$ cat src/rtl/mpc_shared_op_arbiter.sv
// Round-robin front end for one shared fixed-latency pipelined operator.
// It tags each issued operation with its requester and routes the result back to that requester.
module mpc_shared_op_arbiter #(
  parameter int DATA_WIDTH = 32,
  parameter int LATENCY    = 4
) (
  input  logic                    ap_clk,
  input  logic                    ap_rst_n,
  input  logic [3:0]              req_valid,
  input  logic [4*DATA_WIDTH-1:0] req_a,
  input  logic [4*DATA_WIDTH-1:0] req_b,
  output logic [3:0]              req_ready,
  output logic [DATA_WIDTH-1:0]   op_a,
  output logic [DATA_WIDTH-1:0]   op_b,
  output logic                    op_vld,
  output logic [1:0]              op_sel,
  input  logic [DATA_WIDTH-1:0]   op_res,
  output logic [3:0]              resp_valid,
  output logic [DATA_WIDTH-1:0]   resp_data,
  output logic                    busy
);

  logic [3:0][DATA_WIDTH-1:0] a_lane, b_lane;
  assign a_lane = req_a;
  assign b_lane = req_b;

  logic [1:0]            ptr_q, ptr_d;
  logic [1:0]            win, cand;
  logic                  win_found, accept;
  logic [DATA_WIDTH-1:0] op_a_q, op_b_q, resp_data_q;
  logic                  op_vld_q;
  logic [1:0]            op_sel_q;
  logic [3:0]            resp_valid_q;
  logic [LATENCY-1:0]    vld_pipe_q;
  logic [LATENCY-1:0][1:0] idx_pipe_q;

  // First valid requester at or after ptr wins.
  always_comb begin
    win       = ptr_q;
    win_found = 1'b0;
    cand      = ptr_q;
    for (int k = 0; k < 4; k++) begin
      cand = ptr_q + 2'(k);
      if (!win_found && req_valid[cand]) begin
        win_found = 1'b1;
        win       = cand;
      end
    end
  end

  assign accept    = win_found && ap_rst_n;
  assign req_ready = accept ? (4'b0001 << win) : 4'b0000;
  assign ptr_d     = accept ? (win + 2'd1) : ptr_q;

  always_ff @(posedge ap_clk) begin
    if (!ap_rst_n) begin
      ptr_q        <= '0;
      op_a_q       <= '0;
      op_b_q       <= '0;
      op_vld_q     <= 1'b0;
      op_sel_q     <= '0;
      vld_pipe_q   <= '0;
      idx_pipe_q   <= '0;
      resp_valid_q <= '0;
      resp_data_q  <= '0;
    end else begin
      ptr_q    <= ptr_d;
      op_vld_q <= accept;
      if (accept) begin
        op_a_q   <= a_lane[win];
        op_b_q   <= b_lane[win];
        op_sel_q <= win;
      end
      // Tag pipeline: last stage lines up with op_res of the same operation.
      vld_pipe_q[0] <= op_vld_q;
      idx_pipe_q[0] <= op_sel_q;
      for (int k = 1; k < LATENCY; k++) begin
        vld_pipe_q[k] <= vld_pipe_q[k-1];
        idx_pipe_q[k] <= idx_pipe_q[k-1];
      end
      resp_valid_q <= vld_pipe_q[LATENCY-1] ? (4'b0001 << idx_pipe_q[LATENCY-1]) : 4'b0000;
      if (vld_pipe_q[LATENCY-1]) resp_data_q <= op_res;
    end
  end

  assign op_a       = op_a_q;
  assign op_b       = op_b_q;
  assign op_vld     = op_vld_q;
  assign op_sel     = op_sel_q;
  assign resp_valid = resp_valid_q;
  assign resp_data  = resp_data_q;
  assign busy       = op_vld_q | (|vld_pipe_q);

endmodule

$ cat config.mk
export PLATFORM = sky130hd
export DESIGN_NAME = mpc_shared_op_arbiter
export DESIGN_NICKNAME = d
export VERILOG_FILES = /design/src/rtl/mpc_shared_op_arbiter.sv
export SDC_FILE = /design/constraint.sdc
export NUM_CORES = 1
export LEC_CHECK = 0
export CORE_AREA = 2 2 158 160
export CTS_CLUSTER_SIZE = 24
export DETAILED_ROUTE_END_ITERATION = 8
export DIE_AREA = 0 0 160 162
export DONT_BUFFER_PORTS = 1
export SYNTH_ARGS = -nofsm -noshare
export SYNTH_HDL_FRONTEND = slang
export SYNTH_SLANG_ARGS = --single-unit
$ cat constraint.sdc
create_clock -name ap_clk -period 3.1 [get_ports ap_clk]
set_input_delay 0.62 -clock ap_clk [delete_from_list [all_inputs] [get_ports ap_clk]]
set_output_delay 0.62 -clock ap_clk [all_outputs]
set_load 0.05 [all_outputs]
==> flow_metrics.py <==
metrics = {
    "placed_design": {
        "place_area_um2": 5814,
        "place_inst": 845,
        "place_hpwl_um": 13130,
        "place_congestion": 0.7947,
        "port_buffers": 0,
    },
    "yosys": {
        "syn-num-nets": 845,
        "syn_inst": 551,
        "yosysSeqAreaShare_pct": 42.57,
        "synth-main-ff-cell": "dfxtp_1",
        "synthAdderAreaFrac_pct": 0,
        "synth-edff-count": 0,
        "synth_top_family_by_area": "multiplexers",
        "synth_compound_area_share_pct": 12.62,
        "synth_cell_type_count": 31,
        "ys_ff_latch": 117,
        "synthSimpleGateAreaFrac_pct": 10.85,
        "muxShareOfSynthArea_pct": 28.97,
        "synth-xor-area-share_pct": 0.1592,
        "syn_area_um2": 5502,
        "avgSynthCellArea_um2": 9.985,
        "synthArstFlopShare_pct": 0,
        "yosysWarnings": 0,
    },
    "clocking": {
        "clockRootBuffer": "clkbuf_16",
        "cts_resized": 0,
        "postCtsSetupRepairBufs": 0,
        "cts_buffers": 17,
        "cts_max_path_buffers": 2,
        "clk_pin_slew_ns": 0.07,
        "cts_tree": "yes",
        "cts.sinks": 117,
        "holdBufCountCts": 0,
        "insertion_delay_ns": 0.41,
        "htreeDepth": 4,
    },
    "sta": {
        "holdWs_ns": 0.3310,
        "slew_headroom_pct": 57.53,
        "skew_ns": 0.01270,
        "tightest_slew_ns": 0.6361,
        "setup_violations": 0,
        "slew_viol_final": 0,
        "period_share_pct": 84.33,
        "finalSetupTns_ns": 0,
        "fmax_ghz": 0.3825,
        "fin_crit_ns": 2.614,
        "rsz0062_at_grt": "false",
        "hold_viol": 0,
    },
    "worst_setup_path": {
        "end_kind": "output port",
        "cp.arrival_ns": 1.99,
        "cp-start-kind": "flip-flop",
        "required_ns": 2.48,
        "criticalPathCategory": "reg2out",
        "crit_fanout": 19,
    },
    "power": {
        "power_frac_comb_pct": 17.9,
        "power_density_nw_per_um2": 860.6,
        "switching_share_pct": 39.80,
        "cellInternalPower_mw": 3.316,
        "leakagePower_nw": 2.440,
        "power_frac_clock_pct": 35.6,
        "power_switching_mw": 2.192,
        "ir_drop_mv": 0.3089,
        "seq_power_share_pct": 46.4,
    },
    "global_route": {
        "grt_util_all_layers_pct": 12.27,
        "grt-ovfl-total": 0,
        "antenna_found_initial": 2,
        "grt_first_pass_wirelength_um": 24490,
        "grt_pass1_vias": 4248,
        "grt_max_degree": 64,
    },
    "drt": {
        "drc": 0,
        "drtIter0Drc": 178,
        "routed-wl-met2_um": 8205,
        "dr.max_layer_used": "met5",
        "met3RoutedLength_um": 1729,
        "routed_wl_um": 16990,
        "wire_per_inst_um": 19.35,
        "ant_nets": 0,
        "wl_met1_um": 6546,
        "drt_first_pass_iters": 5,
        "vias": 4323,
        "vias_per_cell": 4.924,
    },
    "hold_path": {
        "hold_class": "in2reg",
    },
    "final_layout": {
        "area_growth_pct": 16.33,
        "final_common_cell": "mux2i_1",
        "final_area_um2": 6400,
        "instances_no_fill": 878,
        "drive_gt1_share_pct": 9.946,
        "final_cell_mix": "mux2i_1, dfxtp_1, nand2_1",
        "nets": 834,
        "finalCoreUtilization_pct": 26.55,
    },
    "floorplanning": {
        "start_util_pct": 22.82,
        "num_rows": 57,
        "core_um2": 24110,
        "die_height_um": 162,
        "die_width_um": 160,
        "die_area_um2": 25920,
        "pin_count": 402,
    },
    "flow_run": {
        "drv_cap": 0,
    },
    "status": {
        "status": "finished clean",
    },
}
-- cells in the mapped netlist (all sizes together) (5+ instances only) --
library cell	number	share of area, %
and2	12	1.4
buf	21	3.0
clkbuf	22	1.5
dfxtp	117	43
inv	5	0.34
mux2i	157	29
nand2	68	4.6
nor2	49	3.4
nor2b	6	0.68
o21ai	6	0.55
o221ai	62	9.9
-- metrics by stage --
| stage | setup slack [ns] | power (mW) |
|---|---|---|
| finish | 0.4858 | 5.507 |
| global route | 0.3185 | 5.766 |
| CTS | 0.4600 | 5.603 |
| detailed placement | 0.5388 | 3.588 |
| global placement | 0.5564 | 3.574 |
| floorplan | 0.2344 | 3.406 |
-- routing by layer --
layer / global-route usage (%) / vias up
met3: 5.056 / 21
met1: 13.61 / 2007
met4: 5.651 / 2
met2: 20.60 / 291
met5: 0 / -
li1: - / 2002
-- worst paths after layout --
kind | from | endpoint | slack, ns | depth (start not counted)
worst max-delay path | ptr_q[0]$_SDFFE_PN0P_ | req_ready[1] | 0.49 | 6
worst min-delay path | ap_rst_n | vld_pipe_q[2]$_SDFF_PN0_ | 0.33 | 1
worst max register to register | ptr_q[0]$_SDFFE_PN0P_ | op_a[14]$_SDFFE_PN0P_ | 0.72 | 6
worst min register to register | idx_pipe_q[0]$_SDFF_PN0_ | idx_pipe_q[2]$_SDFF_PN0_ | 0.43 | 1
-- final cells by class --
type | count | area, um2
multi-input combinational | 386 | 2912
clock buffer | 17 | 425.4
clock inverter | 15 | 157.7
timing repair buffer | 13 | 135.1
fill | 2582 | 17710
sequential | 117 | 2344
antenna | 1 | 2.502
inverter | 5 | 18.77
tap | 324 | 405.4
-- critical path: stages (launching register included) --
cell,delay [ns]
dfxtp_1,0.42
nor2b_1,0.11
o21ai_1,0.23
and3_4,0.43
inv_2,0.06
nor2_1,0.11
buf_4,0.21
-- cell families (layout without fill, tap and decap cells) --
kind of cell	Yosys count	count (layout)
flops	117	117
buf+inv	48	50
simple gates	143	143
compound gates	83	83
other cells	0	1
mux	159	159
xor+xnor	1	1
-- flip-flops by register name (all words and copies together) (netlist names) --
name and count:
idx_pipe_q 8, op_a 32, op_b 32, op_sel 2
op_vld 1, ptr_q 2, resp_data 32, resp_valid 4
vld_pipe_q 4
-- power groups by stage --
stage	Combinational (mW)	Clock, mW	Sequential, mW
3_5_place_dp	1.00	0	2.59
3_3_place_gp	0.982	0	2.59
2_1_floorplan	0.886	0	2.52
5_1_grt	1.07	2.12	2.58
6_report	0.988	1.96	2.56
4_1_cts	1.00	2.05	2.56
Note: power is estimated with default switching activity, not from simulation.
